**config.mk**
```make
export PLATFORM = sky130hd
export DESIGN_NAME = timer_multi
export DESIGN_NICKNAME = d
export VERILOG_FILES = /design/src/rtl/timer_multi.sv
export SDC_FILE = /design/constraint.sdc
export NUM_CORES = 1
export LEC_CHECK = 0
export ABC_AREA = 1
export BUFFER_PORTS_ARGS = -buffer_cell sky130_fd_sc_hd__buf_4
export CORE_ASPECT_RATIO = 1.75
export CORE_UTILIZATION = 57
export DETAILED_ROUTE_END_ITERATION = 7
export GPL_ROUTABILITY_DRIVEN = 0
export MAX_ROUTING_LAYER = met4
export PLACE_DENSITY = 0.79
export SYNTH_ARGS = -nofsm -noshare
export SYNTH_HDL_FRONTEND = slang
export SYNTH_SLANG_ARGS = --single-unit
```
**constraint.sdc**
```tcl
create_clock -name SYSCLK -period 2.15 [get_ports SYSCLK]
set_clock_uncertainty 0.05 [all_clocks]
set_input_delay 0.215 -clock SYSCLK [delete_from_list [all_inputs] [get_ports SYSCLK]]
set_output_delay 0.215 -clock SYSCLK [all_outputs]
set_load 0.02 [all_outputs]
```
**src/rtl/timer_multi.sv**
```systemverilog
// Minute:second run timer that counts up or down, with pause, clear, auto-reload and an expiry pulse.
// Latency: START loads the counter at its own edge; the first count change comes TICK_DIV edges later.
// No backpressure: commands act on the next SYSCLK edge with priority CLEAR > START > PAUSE.
module timer_multi #(
  parameter int MIN_W    = 3,
  parameter int TICK_DIV = 1
) (
  input  logic             SYSCLK,
  input  logic             RST_B,
  input  logic [MIN_W-1:0] TIME_MIN,
  input  logic [5:0]       TIME_SEC,
  input  logic             MODE,
  input  logic             AUTO_RELOAD,
  input  logic             START,
  input  logic             PAUSE,
  input  logic             CLEAR,
  output logic [MIN_W-1:0] MINUTE,
  output logic [5:0]       SECOND,
  output logic             RUNNING,
  output logic             TIME_UP,
  output logic             DONE
);

  // Prescaler width; a TICK_DIV of 1 still keeps one (always-zero) bit.
  localparam int PW = (TICK_DIV > 1) ? $clog2(TICK_DIV) : 1;
  localparam logic [PW-1:0] PMAX = PW'(TICK_DIV - 1);

  typedef enum logic [1:0] {
    IDLE   = 2'd0,
    RUN    = 2'd1,
    PAUSED = 2'd2,
    FIN    = 2'd3
  } state_t;

  state_t           state;
  logic [PW-1:0]    presc;
  logic [MIN_W-1:0] tgt_min;
  logic [5:0]       tgt_sec;
  logic             mode_q;
  // Set after an auto-reload expiry: the next tick reloads the start value
  // instead of stepping past the terminal value.
  logic             reload_pend;
  // Set when START loaded a value that is already terminal (target 0:00);
  // the expiry then fires on the very next edge, independent of the prescaler.
  logic             arm;

  logic             tick;
  logic [PW-1:0]    presc_nxt;
  logic [5:0]       sec_in;
  logic             in_zero;
  logic [MIN_W-1:0] load_min;
  logic [5:0]       load_sec;
  logic [MIN_W-1:0] term_min;
  logic [5:0]       term_sec;
  logic [MIN_W-1:0] step_min;
  logic [5:0]       step_sec;
  logic             step_term;

  // Prescaler wrap, input clamp, start/terminal values and the next counter value on a tick.
  always_comb begin
    tick      = (presc == PMAX);
    presc_nxt = tick ? '0 : presc + 1'b1;

    sec_in  = (TIME_SEC > 6'd59) ? 6'd59 : TIME_SEC;
    in_zero = (TIME_MIN == '0) && (sec_in == 6'd0);

    // Up runs start at 0:00 and end at the target; down runs the reverse.
    load_min = mode_q ? tgt_min : '0;
    load_sec = mode_q ? tgt_sec : 6'd0;
    term_min = mode_q ? '0 : tgt_min;
    term_sec = mode_q ? 6'd0 : tgt_sec;

    step_min = MINUTE;
    step_sec = SECOND;
    if (reload_pend) begin
      step_min = load_min;
      step_sec = load_sec;
    end else if (!mode_q) begin
      if (SECOND == 6'd59) begin
        step_sec = 6'd0;
        step_min = MINUTE + 1'b1;
      end else begin
        step_sec = SECOND + 6'd1;
      end
    end else begin
      if (SECOND == 6'd0) begin
        step_sec = 6'd59;
        step_min = MINUTE - 1'b1;
      end else begin
        step_sec = SECOND - 6'd1;
      end
    end

    step_term = (step_min == term_min) && (step_sec == term_sec);
  end

  // Control FSM with registered counter and status outputs.
  always_ff @(posedge SYSCLK or negedge RST_B) begin
    if (!RST_B) begin
      state       <= IDLE;
      presc       <= '0;
      tgt_min     <= '0;
      tgt_sec     <= 6'd0;
      mode_q      <= 1'b0;
      reload_pend <= 1'b0;
      arm         <= 1'b0;
      MINUTE      <= '0;
      SECOND      <= 6'd0;
      RUNNING     <= 1'b0;
      TIME_UP     <= 1'b0;
      DONE        <= 1'b0;
    end else begin
      TIME_UP <= 1'b0;
      if (CLEAR) begin
        state       <= IDLE;
        presc       <= '0;
        reload_pend <= 1'b0;
        arm         <= 1'b0;
        MINUTE      <= '0;
        SECOND      <= 6'd0;
        RUNNING     <= 1'b0;
        DONE        <= 1'b0;
      end else if (START) begin
        state       <= RUN;
        presc       <= '0;
        tgt_min     <= TIME_MIN;
        tgt_sec     <= sec_in;
        mode_q      <= MODE;
        reload_pend <= 1'b0;
        arm         <= in_zero;
        MINUTE      <= MODE ? TIME_MIN : '0;
        SECOND      <= MODE ? sec_in : 6'd0;
        RUNNING     <= 1'b1;
        DONE        <= 1'b0;
      end else begin
        case (state)
          RUN, PAUSED: begin
            if (PAUSE) begin
              // Freeze counter and prescaler exactly where they are.
              state   <= PAUSED;
              RUNNING <= 1'b0;
            end else begin
              // Leaving PAUSED counts on this same edge, so no cycle is lost.
              state   <= RUN;
              RUNNING <= 1'b1;
              presc   <= presc_nxt;
              if (arm || (tick && step_term)) begin
                if (!arm) begin
                  MINUTE <= step_min;
                  SECOND <= step_sec;
                end
                arm         <= 1'b0;
                TIME_UP     <= 1'b1;
                reload_pend <= AUTO_RELOAD;
                if (!AUTO_RELOAD) begin
                  state   <= FIN;
                  RUNNING <= 1'b0;
                  DONE    <= 1'b1;
                end
              end else if (tick) begin
                MINUTE      <= step_min;
                SECOND      <= step_sec;
                reload_pend <= 1'b0;
              end
            end
          end
          default: begin
            // IDLE and FIN hold until START or CLEAR; PAUSE is ignored here.
          end
        endcase
      end
    end
  end

endmodule
```
# After elaboration in Yosys (flattened, before gate mapping)
# Cells that the tools add are included.
# op_classes
n_mux	68
bitwise_logic	2
eq_ne	9
order_cmp	1
n_mul	0
add_sub_neg	5
shifts	0
reduce_logical	16
n_div	0
# op_table
operator	count
$mux W6	15
$mux W3	14
$mux W1	33
$logic_not A6 Y1	2
$mux W2	6
$reduce_and A4 Y1	2
$add A6 B1 Y6 const B	1
$eq A6 B6 Y1	1
$eq A6 B6 Y1 const B	1
$gt A6 B6 Y1 const B	1
$reduce_and A3 Y1	2
$reduce_bool A3 Y1	2
$sub A6 B1 Y6 const B	1
$ne A4 B3 Y1 const B	1
$ne A4 B4 Y1 const B	1
$reduce_and A2 Y1	2
$add A3 B1 Y3 const B	1
$eq A3 B3 Y1	1
$logic_and A1 B1 Y1	3
$logic_not A3 Y1	1
$ne A3 B1 Y1 const B	1
$ne A3 B2 Y1 const B	1
$sub A3 B1 Y3 const B	1
$eq A2 B1 Y1 const B	1
other kinds (5)	6
# word_totals
ramBits	0
output_inout_bits	12
ff_bits	27
latch_bits	0
rom_bits	0
word_cells	113
memories	0

# Longest topological paths before layout
# logic_depth
depth_word	13
mapped_depth	21
depth_no_buf	21

# Worst setup path after synthesis
# No wires, ideal clock.
# synth_path
path_type	register to register
start	register SECOND[0]
end	register RUNNING
path_buffers	0
setup_slack_ns	0.029
t_arrival_ns	1.954
t_required_ns	1.984
stages_incl_launch_ff	21
path_cell_list	dfrtp_1 -> inv_1 -> ha_1 -> nand3_2 -> nand2_1 -> nand2_2 -> nand2_1 -> nand2_1 -> nand2_1 -> nand2_1 -> nand2_1 -> inv_1 -> nand2_1 -> nor2_1 -> nand3_1 -> nand2_2 -> nand2_1 -> nand2_1 -> nand2_1 -> nand2_1 -> nand2_1
# synth_via
elab_chain_cells	13
word_cells_on_any_way	22
# synth_lines
item	line	source
start, declared	18	output logic [5:0] SECOND,
start signal, assigned	132	SECOND <= MODE ? sec_in : 6'd0;
start signal, assigned	150	SECOND <= step_sec;
start signal, assigned	162	SECOND <= step_sec;
$add A6 B1 Y6, or another cell as far along	83	step_sec = SECOND + 6'd1;
$mux W6, or another cell as far along	79	if (SECOND == 6'd59) begin
$mux W6 / $mux W3 (equally long branches)	78	end else if (!mode_q) begin
$mux W6 / $mux W3 (equally long branches)	75	if (reload_pend) begin
$eq A6 B6 Y1 / $eq A3 B3 Y1 (equally long branches)	94	step_term = (step_min == term_min) && (step_sec == term_sec);
$logic_and A1 B1 Y1 *	94	
$logic_and A1 B1 Y1 *	147	if (arm || (tick && step_term)) begin
$logic_or A1 B1 Y1 *	147	
$mux W1 *	147	
$mux W1 *	138	if (PAUSE) begin
$mux W1 *	136	case (state)
$mux W1 *	123	end else if (START) begin
$mux W1 *	114	if (CLEAR) begin
end signal, assigned	121	RUNNING <= 1'b0;
end signal, assigned	141	RUNNING <= 1'b0;
end signal, assigned	145	RUNNING <= 1'b1;
end, declared	19	output logic RUNNING,
# Every way passes the cells marked *; elsewhere a longest branch is shown, timed or not. The select of a mux whose other input is x is not followed.
# A chain may end at the register's enable or synchronous reset.

# Worst setup path after layout
# layout_path
start	register SECOND[1]
end	register reload_pend
# layout_via
elab_chain_cells	13
word_cells_on_any_way	24
# layout_lines
item	line	source
$add A6 B1 Y6, or another cell as far along	83	
$mux W6, or another cell as far along	79	
$mux W6 / $mux W3 (equally long branches)	78	
$mux W6 / $mux W3 (equally long branches)	75	
$eq A6 B6 Y1 / $eq A3 B3 Y1 (equally long branches)	94	
$logic_and A1 B1 Y1 *	94	
$logic_and A1 B1 Y1 *	147	
$logic_or A1 B1 Y1 *	147	
$mux W1	147	
$mux W1	138	
$mux W1	136	
$mux W1	123	
$mux W1	114	
end signal, assigned	117	reload_pend <= 1'b0;
end signal, assigned	129	reload_pend <= 1'b0;
end signal, assigned	154	reload_pend <= AUTO_RELOAD;
end, declared	42	logic reload_pend;
# Marks and branches as above.

==> metrics.txt <==
YS warnings=0; Sink Count=26; post-synthesis xor/xnor area fraction=0.008745; total track usage=0.2965; Slowest cell on crit path=dfrtp_1; fin. max-slew vios=0; Port-buffer cells=27; power density over the cells=674.1 nW/um2; Finished Core Util=0.7426; initial antenna violation count=0; largest cells by area after synthesis=dfrtp_1 (32%), nand2_1 (20%), nand3_1 (7.7%); hold crit path type=in -> reg; n_diodes=0; combinational family with the most area after synthesis=simple AND/OR/NAND/NOR gates; Synth top area share=0.3248; Detail Placement HPWL=3965 um; Core ar.=3363 um2; Site Rows=28; CTS Buf Count=3; slew margin rel.=0.7090; CTS tree=yes; sequential area share after synthesis=0.3248; Avg Synthesized Cell Area=6.525 um2; # IOs=28; largest net degree at the start of global routing=27; FF+latch count, synth=26; Worst Path Max Fanout=7; drt pass-1 iters=4; number of global-route vias before repair=1882; # DRC=0; maxcap violations=0; Compound-Gate Fraction of Synth Area=0.1187; fmax=469.1 MHz; Distinct cells, synth=30; Die X=46.81 um; final wirelength=5213 um; H-Tree Depth=1; DRT iter0 DRCs=71; grt ovf=0; Tmin final=2.132 ns; status=finished, final reports clean; die area=3764 um2; Worst-path clk slew=0.09 ns; proportion of synthesized area in mux cells=0; crit path cell chain=ha_4 > nand2_2 > inv_2 > nand2_4 > nand3_2 > nand2_1 > nand2_2 > nand2_2 > nand2_2 > nand2_1 > inv_1 > nand3_2 > nor2_2 > nand3_2 > nand2_2 > nand2_2 > nor2_4 > nand2_2 > o21ai_2; syn_nets=327; crit share post-route=0.9914; Setup crit end kind=register; share of post-route cells with drive strength above 1=0.2911; CTS root buffer=clkbuf_8; unrepaired setup endpoints after global routing=yes; Die H=80.42 um; via count=2094; first-pass GRT wire length=7879 um; area leader, netlist=dfrtp_1; CP most frequent cell=nand2_2; worst setup path class=reg -> reg; final setup violation count=0; DR vias/cell=5.342; final hold violation count=0; cell count after synthesis=307; WP data arrival=2.29 ns; Max IR drop VDD=0.4145 mV; Clk Latency, worst-skew pair=0.27 ns; synthesized area=2003 um2; Static Leak=0.001332 uW; CP max stage delay=0.44 ns; startpoint types=register; nets@finish=368; Clock Path Buffers=2; Post-Synth Adder-Cell Area=0.02498; ANT nets after route=0; Syn-to-layout area delta=24.67%; fraction of the mapped netlist area in simple logic gates=0.4116; Worst-Margin Slew=0.4361 ns; Initial Util=0.5956; CP required=2.30 ns; Power Total=1683 uW; wire length per cell=13.30 um
[cell usage after synthesis]
cell type	instances
o21ai_2	1
nand2_2	6
nand2_4	3
a211oi_1	1
o22ai_1	2
a21oi_1	11
o21ai_1	5
buf_6	3
dfrtp_1	26
nand2_1	105
nand3_2	3
buf_4	2
a22oi_1	7
inv_2	5
nor4_1	1
nor2_2	4
inv_1	37
a21oi_2	1
nor2_1	24
nor3_1	1
nor2_4	2
nand3_1	31
ha_1	4
nand4_1	4
o211ai_1	2
a31oi_1	2
clkbuf_1	3
xor2_1	2
o21ai_0	8
buf_2	1
[path summary, 6_finish.rpt]
path,start,endpoint,slack [ns],depth (start not counted)
min in group asynchronous,RST_B,MINUTE[0]$_DFFE_PN0P_,0.33,2
max,SECOND[1]$_DFFE_PN0P_,reload_pend$_DFFE_PN0P_,0.02,19
min,TIME_SEC[0],arm$_DFFE_PN0P_,0.09,2
max reg2reg,SECOND[1]$_DFFE_PN0P_,reload_pend$_DFFE_PN0P_,0.02,19
max in group asynchronous,RST_B,SECOND[2]$_DFFE_PN0P_,1.43,2
min reg2reg,RUNNING$_DFFE_PN0N_,RUNNING$_DFFE_PN0N_,0.46,2
[state kept, by name, summed over array words and instances, names as in the netlist]
signal	flops
SECOND	6
tgt_sec	6
MINUTE	3
tgt_min	3
state	2
DONE	1
RUNNING	1
TIME_UP	1
arm	1
mode_q	1
reload_pend	1
[worst max-delay path, delay by kind of cell (launching register included)]
family / cells / cell delay (ns)
AOI/OAI and AO/OA: 1 / 0.05
buffers and inverters: 2 / 0.16
and+or+nand+nor: 15 / 1.20
adders and majority gates: 1 / 0.18
DFF: 1 / 0.44
[repair_timing]
item                                    4_1_cts  5_1_grt
pin swaps                                     1       13
hold buffers                                  1        0
setup buffers                                 2        1
endpoints found under the setup margin        3        5
gates resized for setup                       2       30
endpoints found under the hold margin        26        0
[area by class of cell]
class | instances | area (um2)
Clock buffer | 4 | 55.05
Fill cell | 301 | 865.8
Inverter | 42 | 157.7
Multi-Input combinational cell | 230 | 1230
Sequential cell | 26 | 654.4
Tap cell | 45 | 56.30
Timing Repair Buffer | 45 | 344.1
[layout by cell type, fill, tap and decap left out, drive strengths merged, types with 4 or more instances in the layout]
master    n
a21oi    12
a22oi     7
buf      44
clkbuf    4
dfrtp    26
ha        4
inv      42
nand2   114
nand3    34
nand4     4
nor2     30
o21ai    14
[where the power goes]
group	switching, uW	leakage (uW)	total [uW]	internal (uW)
logic	439	0.000975	738	300
registers	81.0	0.000328	626	545
clock network	156	0.0000288	319	164
[cell families (layout without fill, tap and decap cells)]
logic type      after synthesis  after routing
compound gates               40             40
fa+ha+maj                     4              4
xor+xnor                      2              2
simple gates                184            184
buf+inv                      51             91
flops                        26             26
[metrics by stage]
| stage | hold WS, ns | setup TNS, ns | cells | area (um2) | worst slack [ns] |
|---|---|---|---|---|---|
| after floorplan | -0.1306 | 0 | 307 | 2003 | 0.02911 |
| after global placement | 0.09304 | 0 | 384 | 2302 | 0.01643 |
| after detailed placement | 0.09602 | -0.05140 | 384 | 2302 | -0.04217 |
| after CTS | 0.09318 | 0 | 391 | 2386 | 0.006013 |
| after global routing | 0.09977 | -0.5353 | 392 | 2497 | -0.1505 |
| final | 0.09475 | 0 | 392 | 2497 | 0.01845 |
[routing by layer]
layer	track usage	wire (um)	up-vias
met5	-	0	-
met4	0.1143	110	0
met3	0.02472	150	10
met2	0.5292	2891	56
met1	0.3217	2060	964
li1	-	-	1064
No activity file was read; power rests on OpenSTA's default activity.
